File: config.mk
export PLATFORM = sky130hd
export DESIGN_NAME = bin2bcd_seq
export DESIGN_NICKNAME = d
export VERILOG_FILES = /design/src/rtl/bcd_pkg.sv /design/src/rtl/bcd_add3.sv /design/src/rtl/bin2bcd_seq.sv
export SDC_FILE = /design/constraint.sdc
export NUM_CORES = 1
export LEC_CHECK = 0
export BUFFER_PORTS_ARGS = -buffer_cell sky130_fd_sc_hd__buf_2
export CELL_PAD_IN_SITES_DETAIL_PLACEMENT = 1
export CELL_PAD_IN_SITES_GLOBAL_PLACEMENT = 2
export CORE_ASPECT_RATIO = 2
export CORE_MARGIN = 1
export CORE_UTILIZATION = 36
export DETAILED_ROUTE_END_ITERATION = 8
export PLACE_DENSITY_LB_ADDON = 0.12
export SYNTH_ARGS = -nofsm -noshare
export SYNTH_HDL_FRONTEND = slang
export SYNTH_SLANG_ARGS = --single-unit
File: constraint.sdc
create_clock -name clk -period 1.9 [get_ports clk]
set_input_delay 0.19 -clock clk [delete_from_list [all_inputs] [get_ports clk]]
set_output_delay 0.19 -clock clk [all_outputs]
set_load 0.02 [all_outputs]
File: src/rtl/bcd_pkg.sv
// rtl/bcd_pkg.sv - shared types, constants and helpers for the binary-to-BCD converter
package bcd_pkg;

    // Converter sequencing states
    typedef enum logic [1:0] {
        IDLE   = 2'd0,
        SHIFT  = 2'd1,
        FINISH = 2'd2
    } state_t;

    // Nibble shown on every digit when the value does not fit the display
    localparam logic [3:0] ERR_NIBBLE = 4'hE;

    // Largest value representable in the given number of BCD digits (10^digits - 1)
    function automatic logic [63:0] max_bcd_val(input int unsigned digits);
        logic [63:0] p;
        p = 64'd1;
        for (int unsigned i = 0; i < digits; i++) begin
            p = p * 64'd10;
        end
        return p - 64'd1;
    endfunction

endpackage

File: src/rtl/bcd_add3.sv
// rtl/bcd_add3.sv - combinational BCD digit corrector: adds 3 when the nibble is 5 or more
module bcd_add3 (
    input  logic [3:0] nib_i,
    output logic [3:0] nib_o
);

    // Pre-shift correction so the doubled digit carries into the next decade
    always_comb begin
        nib_o = (nib_i >= 4'd5) ? (nib_i + 4'd3) : nib_i;
    end

endmodule

File: src/rtl/bin2bcd_seq.sv
// rtl/bin2bcd_seq.sv - sequential shift-add-3 binary-to-BCD converter with start/busy/done handshake
module bin2bcd_seq
    import bcd_pkg::*;
#(
    parameter int IN_W   = 27,
    parameter int DIGITS = 8
) (
    input  logic                  clk,
    input  logic                  reset,
    input  logic                  start,
    input  logic [IN_W-1:0]       bin,
    output logic                  busy,
    output logic                  done,
    output logic                  overflow,
    output logic [4*DIGITS-1:0]   bcd
);

    localparam int                ACC_W    = 4 * DIGITS;
    localparam int                CNT_W    = $clog2(IN_W + 1);
    localparam logic [63:0]       MAX_VAL  = max_bcd_val(DIGITS);
    localparam logic [CNT_W-1:0]  CNT_LOAD = CNT_W'(IN_W);
    localparam logic [CNT_W-1:0]  CNT_ONE  = CNT_W'(1);

    // Reject widths whose full range could overrun the accumulator in a way the
    // overflow flag would not explain
    if (IN_W < 1 || DIGITS < 1 || (DIGITS == 8 && IN_W > 27)) begin : g_bad_param
        $error("bin2bcd_seq: IN_W out of legal range for DIGITS");
    end

    state_t              state_q;
    logic [IN_W-1:0]     shreg_q;
    logic [ACC_W-1:0]    acc_q;
    logic [CNT_W-1:0]    cnt_q;
    logic                ovf_pend_q;
    logic [ACC_W-1:0]    bcd_q;
    logic                ovf_q;
    logic                done_q;
    logic                busy_q;

    logic [ACC_W-1:0]        acc_adj;
    logic [ACC_W+IN_W-1:0]   shift_cat;
    logic [ACC_W-1:0]        acc_d;
    logic [IN_W-1:0]         shreg_d;
    logic                    bin_ovf;

    // One corrector per digit, all applied in parallel before the shift
    for (genvar g = 0; g < DIGITS; g++) begin : g_add3
        bcd_add3 u_add3 (
            .nib_i (acc_q[4*g +: 4]),
            .nib_o (acc_adj[4*g +: 4])
        );
    end

    // Next accumulator/shift-register pair; the bit leaving the top digit is
    // dropped, which only happens for values already flagged as overflow
    always_comb begin
        shift_cat = {acc_adj, shreg_q} << 1;
        acc_d     = shift_cat[ACC_W+IN_W-1:IN_W];
        shreg_d   = shift_cat[IN_W-1:0];
        bin_ovf   = ({{(64-IN_W){1'b0}}, bin} > MAX_VAL);
    end

    // Conversion sequencer with registered handshake and result outputs
    always_ff @(posedge clk or negedge reset) begin
        if (!reset) begin
            state_q    <= IDLE;
            shreg_q    <= '0;
            acc_q      <= '0;
            cnt_q      <= '0;
            ovf_pend_q <= 1'b0;
            bcd_q      <= '0;
            ovf_q      <= 1'b0;
            done_q     <= 1'b0;
            busy_q     <= 1'b0;
        end else begin
            case (state_q)
                IDLE: begin
                    done_q <= 1'b0;
                    if (start) begin
                        shreg_q    <= bin;
                        acc_q      <= '0;
                        cnt_q      <= CNT_LOAD;
                        ovf_pend_q <= bin_ovf;
                        busy_q     <= 1'b1;
                        state_q    <= SHIFT;
                    end
                end
                SHIFT: begin
                    acc_q   <= acc_d;
                    shreg_q <= shreg_d;
                    cnt_q   <= cnt_q - CNT_ONE;
                    if (cnt_q == CNT_ONE) begin
                        state_q <= FINISH;
                    end
                end
                FINISH: begin
                    bcd_q   <= ovf_pend_q ? {DIGITS{ERR_NIBBLE}} : acc_q;
                    ovf_q   <= ovf_pend_q;
                    done_q  <= 1'b1;
                    busy_q  <= 1'b0;
                    state_q <= IDLE;
                end
                default: begin
                    state_q <= IDLE;
                    busy_q  <= 1'b0;
                    done_q  <= 1'b0;
                end
            endcase
        end
    end

    assign busy     = busy_q;
    assign done     = done_q;
    assign overflow = ovf_q;
    assign bcd      = bcd_q;

endmodule
# --- Word level (Yosys, flattened, before mapping) ---
# Cells that the tools add are included.
word_totals:
  out_inout_bits: 35
  register_bits: 102
  inputBits: 30
  wordCells: 60
op_classes:
  mux: 21
  add_sub_neg: 9
  order_cmp: 9
  eq_ne: 5
  bitwise: 1
  n_reduce_logical: 6
ops:
  columns: ["operator", "count"]
  rows:
  - ["2-to-1 mux 32 bit", 2]
  - ["one-hot mux 32 bit (2 select lines)", 1]
  - ["one-hot mux 27 bit (2 select lines)", 1]
  - [">= comparator 4 x 3 -> 1 bit (second input constant)", 8]
  - ["adder 4 x 2 -> 4 bit (second input constant)", 7]
  - ["2-to-1 mux 4 bit", 7]
  - ["> comparator 27 bit (second input constant)", 1]
  - ["2-to-1 mux 27 bit", 1]
  - ["one-hot mux 5 bit (2 select lines)", 1]
  - ["AND reduction 2 bit", 4]
  - ["== test 5 x 1 -> 1 bit (second input constant)", 1]
  - ["2-to-1 mux 5 bit", 1]
  - ["subtractor 5 x 1 -> 5 bit (second input constant)", 1]
  - ["2-to-1 mux 2 bit", 2]
  - ["inequality test 2 bit (second input constant)", 2]
  - ["one-hot mux 1 bit (2 select lines)", 2]
  - ["one-hot mux 2 bit (2 select lines)", 1]
  - ["adder 3 x 2 -> 3 bit (second input constant)", 1]
  - ["2-to-1 mux 3 bit", 1]
  - ["== test 2 x 1 -> 1 bit (second input constant)", 1]
  - ["== test 2 bit (second input constant)", 1]
  - ["zero test 2 bit", 1]
  - ["nonzero test 2 bit", 1]
  - ["2-to-1 mux 1 bit", 1]
  - ["NOT 1 bit", 1]

# --- Depth between registers and ports, before layout ---
depth:
  word_depth: 3
  depth_mapped: 7
  ltp_nobuf: 6

# --- By module ---
# From an unflattened synthesis, not the netlist that was laid out.
hier_totals:
  cells_unflattened: 578
  area_unflattened_um2: 4994.8
by_module_without_submodules:
  columns: ["mod", "cells_each", "seq_area_each_um2", "n_inst", "area_per_inst_um2"]
  rows:
  - ["bin2bcd_seq", 450, 2552.4, 1, 4184.0]
  - ["bcd_add3", 16, 0.0, 8, 101.3]

# --- Least setup slack after synthesis ---
# Ideal clock, no wire load.
synth_timing:
  path_kind: "register -> register"
  startpoint: "register acc_q[8]"
  endpoint: "register acc_q[10]"
  t_arrival_ps: 1437
  period_less_slack_ps: 1520
  setup_slack_ps: 380
  n_path_buf: 0
  required_time_ps: 1817
  stages_incl_launch_ff: 7
  setup_time_ps: 83
  path_cell_list: "dfrtp_1 -> inv_1 -> ha_1 -> nand2b_1 -> a21oi_1 -> mux2_2 -> o21ai_0"
synth_via:
  elab_chain_len: 3
  word_cells_on_any_way: 4
  cone_classes: "add/sub: 1; order compare: 1; mux: 2"
synth_rtl:
  columns: ["element", "line", "text"]
  rows:
  - ["start, declared", "bin2bcd_seq.sv:32", "logic [ACC_W-1:0] acc_q;"]
  - ["start signal, assigned", "bin2bcd_seq.sv:68", "acc_q <= '0;"]
  - ["start signal, assigned", "bin2bcd_seq.sv:81", "acc_q <= '0;"]
  - ["start signal, assigned", "bin2bcd_seq.sv:89", "acc_q <= acc_d;"]
  - ["adder 4 x 2 -> 4 bit or >= comparator 4 x 3 -> 1 bit (tied branches)", "bcd_add3.sv:9", "nib_o = (nib_i >= 4'd5) ? (nib_i + 4'd3) : nib_i;"]
  - ["2-to-1 mux 4 bit *", "bcd_add3.sv:9", null]
  - ["one-hot mux 32 bit (2 select lines) *", "bin2bcd_seq.sv:76", "case (state_q)"]
# Every way passes the cells marked *; elsewhere a longest branch is shown, timed or not.
# A chain may end at the register's enable or synchronous reset.

# --- Worst setup path in the final report ---
# Ends and elaborated chain as after synthesis.

==> results.txt <==
The final net count is about 610. Compared with the post-synthesis result, the final layout area differs by 17.33%. Measured against its own limit, the worst slew margin works out to 66.01%. The peak supply drop came out at around 0.74 mV. The first global-routing pass estimated about 21,000 microns of wire. The number of warnings reported in the yosys synthesis log came out at 0. The post-route cell area came out at between 5000 and 6000 sq um. The count of buffers added on input and output ports is 64. Once routing completed, OpenROAD measured the worst setup slack at around 160 ps.

STA classifies the critical path endpoint as a flip-flop. The clock transition at the registers of the reported paths came out at roughly 70 ps. The final critical-path share of the clock period is just over 90%. In the routed design, unresolved DRC markers number 10. Detailed routing placed a total of slightly below 7000 microns of wire on met2. The total clock buffers created by CTS came out at 9. The data arrival time of the critical path is roughly 2000 ps.

The cell taking the most area after synthesis is dfrtp_1. The number of global-route vias before repair came out at 4,280. The largest net degree at the start of global routing is 66. The synthesized design contains 0 enable-type register cells.

The leakage power is 2.648 nW. The number of nets with antenna violations after routing came out at 0. Max-cap violations in this run came to 0. The maximum count of clock buffers along a single path is 2.

Grouping stages by cell kind, the critical path spends the most delay in compound AO/OA/AOI/OAI gates. Routed signal wires occupy layers up through met4. Traced cell by cell, the critical path runs through inv_1 -> ha_1 -> nand2b_1 -> a21oi_1 -> mux2_2 -> o21ai_0. The later pin in the worst-skew pair is clocked with a latency of between 300 and 400 ps. The design draws about 9.6 mW. The number of optimization iterations in the first detailed-route pass is 6. The wire length the detailed router placed on met1 is 4983 microns.

The H-tree generated during clock tree synthesis spans 3 levels. The post-synthesis async set-or-reset flop share is between 90% and 100%. The total wire length after detailed routing is approximately 12,000 microns. Global routing consumed, over all layers together, approximately a fifth of the routing resources.

The hold violation total from the final report is 0. By startpoint and endpoint, the worst setup path is classified as flip-flop to flip-flop. The final count of pins violating max slew was 0. Setup repair after global routing left no endpoint under its margin. The power density over the cells is 1675 nW/um^2. The synthesized instance count is 499. The diode insertion count for antenna repair came out at 0. Once the clock tree was built, the setup fixing pass inserted 0 buffers. The total cell area at the placement stage came out at 5433 sq um.

The initial antenna violation count is 0. The flow ran to the end, but the final reports show violations. The floorplan step set the die width to 84.33 microns. TritonCTS built the clock tree. The total met3 wirelength after detailed routing is 274 microns. The total of flip-flops plus latches after synthesis is 102. Summing the sequential cell areas from Yosys gives a little over half of the chip area.

The number of nets produced by synthesis came out at between 500 and 600. The initial cell density of the core came out at a little under two fifths. After synthesis, the largest area contributor takes up a little over half of total cell area. The HPWL after detailed placement is ~8600 microns.

The share of post-route cells with drive strength above 1 is between 10% and 20%. CTS placed an instance of clkbuf_16 at the clock tree root. Adding up every negative setup slack in the final design gives 0 ps.

The area enclosed by the die boundary came out at 14,050 sq um. The path class of the tightest hold or removal check is primary input to flip-flop. The highest cell delay on the worst timing path came out at 390 ps. The slew of the pin with the lowest slew margin came out at roughly 510 ps. The region available for standard cell placement spans 13,140 sq um. In the post-synthesis netlist, the biggest area contributors are dfrtp_1 (52%), o21ai_0 (6.7%), nand2_1 (5.5%). Ranked by instance count, the synthesized netlist is headed by dfrtp_1 (102), nand2_1 (72), o21ai_0 (65). The initialized floorplan defines 59 standard-cell rows.

The die height is about 170 microns. Setup violations remaining at the end of the flow were counted as 0. The worst setup path is launched from a flip-flop.

After synthesis, the netlist uses 42 different library cells. Among all flip-flop cells after synthesis, the most frequent one is dfrtp_1. For this design, the sink count on the clock tree is 102.

dfrtp_1 is the most common cell in the netlist. The synthesized area per cell is around 10 sq um. The final RePlAce weighted congestion came out at 0.8032.

The remaining global-route overflow came out at 0. The cell at the slowest stage of the critical path is dfrtp_1. The worst setup slack after placement is around 170 ps. The combined buffer and inverter count along the critical path came out at 1.

The number of inserted filler cells in the final layout is between 1,500 and 2,000. The data required time at the worst endpoint is about 2200 ps. The number of resized instances in the post-cts repair step is 0. The largest fanout on the critical path is 4. The violation count after the first detailed-route iteration is 133. The checks that failed: design-rule violations. The routed wire length per instance came out at approximately 17 microns. The shortest clock period the worst path allows after layout came out at between 1500 and 2000 ps. The overall via count from detail_route came out at approximately 3,800.

After synthesis the cells add up to 4880 sq um. The worst setup skew after layout came out at 9.284 ps. The number of top-level pins came out at between 60 and 70.

Using the TritonRoute via totals, the vias-per-cell ratio works out to 5.357. Based on the critical path, the design can be clocked at up to 575.8 MHz.
path summary, 6_finish.rpt:
check,depth (start not counted),endpoint,start,slack (ps)
min in group asynchronous,2,bcd[12],reset,350
worst max-delay path,6,acc_q[10],acc_q[8],160
worst min register to register,2,bcd[23],bcd[23],470
max in group asynchronous,3,acc_q[14],reset,890
worst min-delay path,3,shreg_q[0],bin[0],60
worst max register to register,6,acc_q[10],acc_q[8],160
stage by stage:
stage | util (%) | hold slack [ps] | cells
after floorplan | - | -105.6 | 499
after global placement | 41.34 | 194.7 | 700
after detailed placement | 41.34 | 199.5 | 700
after CTS | 43.57 | 58.90 | 717
after global routing | 43.57 | 80.38 | 717
final | 43.57 | 61.35 | 717
layout make-up:
class                   count  area, sq um  share of cell area, %
inverters                  19        71.32                  1.246
clock inverters             6        43.79                 0.7649
multi-input cells         344         2103                  36.74
clock buffers              10        239.0                  4.174
flip-flops and latches    102         2552                  44.58
well taps                 152        190.2                  3.322
repair buffers             84        525.5                  9.178
kinds of logic after synthesis:
family                   Yosys count  synth area share [%]
AO/OA/AOI/OAI                    153                 19.33
XOR/XNOR                          14                 2.513
adder cells (fa/ha/maj)           18                 4.615
buffers and inverters             53                 4.641
flip-flops                       102                 52.31
multiplexers                      10                 2.231
AND/OR/NAND/NOR                  149                 14.36
where the power goes:
part	switching, mW	leakage, nW	internal (mW)
combinational	2.36	1.18	1.78
sequential	0.629	1.33	3.03
clock	0.858	0.140	0.936
worst register-to-register path: stages, from the launching register on:
cell and delay [ps]:
dfrtp_1 390, inv_1 150, ha_1 220, nand2b_1 70, a21oi_1 310, mux2_2 370
o21ai_0 150
repair_timing:
| action | in CTS | in global routing |
|---|---|---|
| hold endpoints to repair | 33 | 0 |
| hold buffers | 1 | 0 |
| setup endpoints to repair | 0 | 0 |
sequential cells by signal, indices dropped and copies added, names as in the netlist:
register    count
acc_q          32
bcd            32
shreg_q        27
cnt_q           5
state_q         2
busy            1
done            1
overflow        1
ovf_pend_q      1
cells in the final DEF (no fill, tap or decap), types with 2 or more instances in the layout:
| master | Yosys | layout |
|---|---|---|
| o31ai_1 | 17 | 17 |
| nor3_1 | 2 | 2 |
| o32ai_1 | 6 | 6 |
| mux2i_1 | 3 | 3 |
| xor2_1 | 6 | 6 |
| buf_2 | 16 | 63 |
| o21ai_0 | 65 | 65 |
| nand3_1 | 2 | 2 |
| o22ai_1 | 9 | 9 |
| o21ai_1 | 4 | 4 |
| buf_12 | 0 | 4 |
| and2_1 | 26 | 26 |
| a21oi_1 | 11 | 11 |
| ha_1 | 18 | 18 |
| mux2_2 | 7 | 7 |
| xnor2_1 | 8 | 8 |
| inv_1 | 18 | 18 |
| a22o_1 | 2 | 2 |
| inv_6 | 0 | 3 |
| nand2b_1 | 9 | 9 |
| a32o_1 | 8 | 8 |
| dfrtp_1 | 102 | 102 |
| a31oi_1 | 26 | 26 |
| clkinv_2 | 0 | 2 |
| nand2_1 | 72 | 71 |
| nor2_1 | 27 | 27 |
| buf_4 | 2 | 16 |
| clkbuf_16 | 0 | 9 |
routing by layer:
metal | global-route usage [%] | vias up
li1 | - | 1861
met1 | 21.86 | 1914
met2 | 35.74 | 57
met3 | 2.180 | 9
met4 | 5.772 | 0
met5 | 0 | -
(Power assumes the default switching activity.)
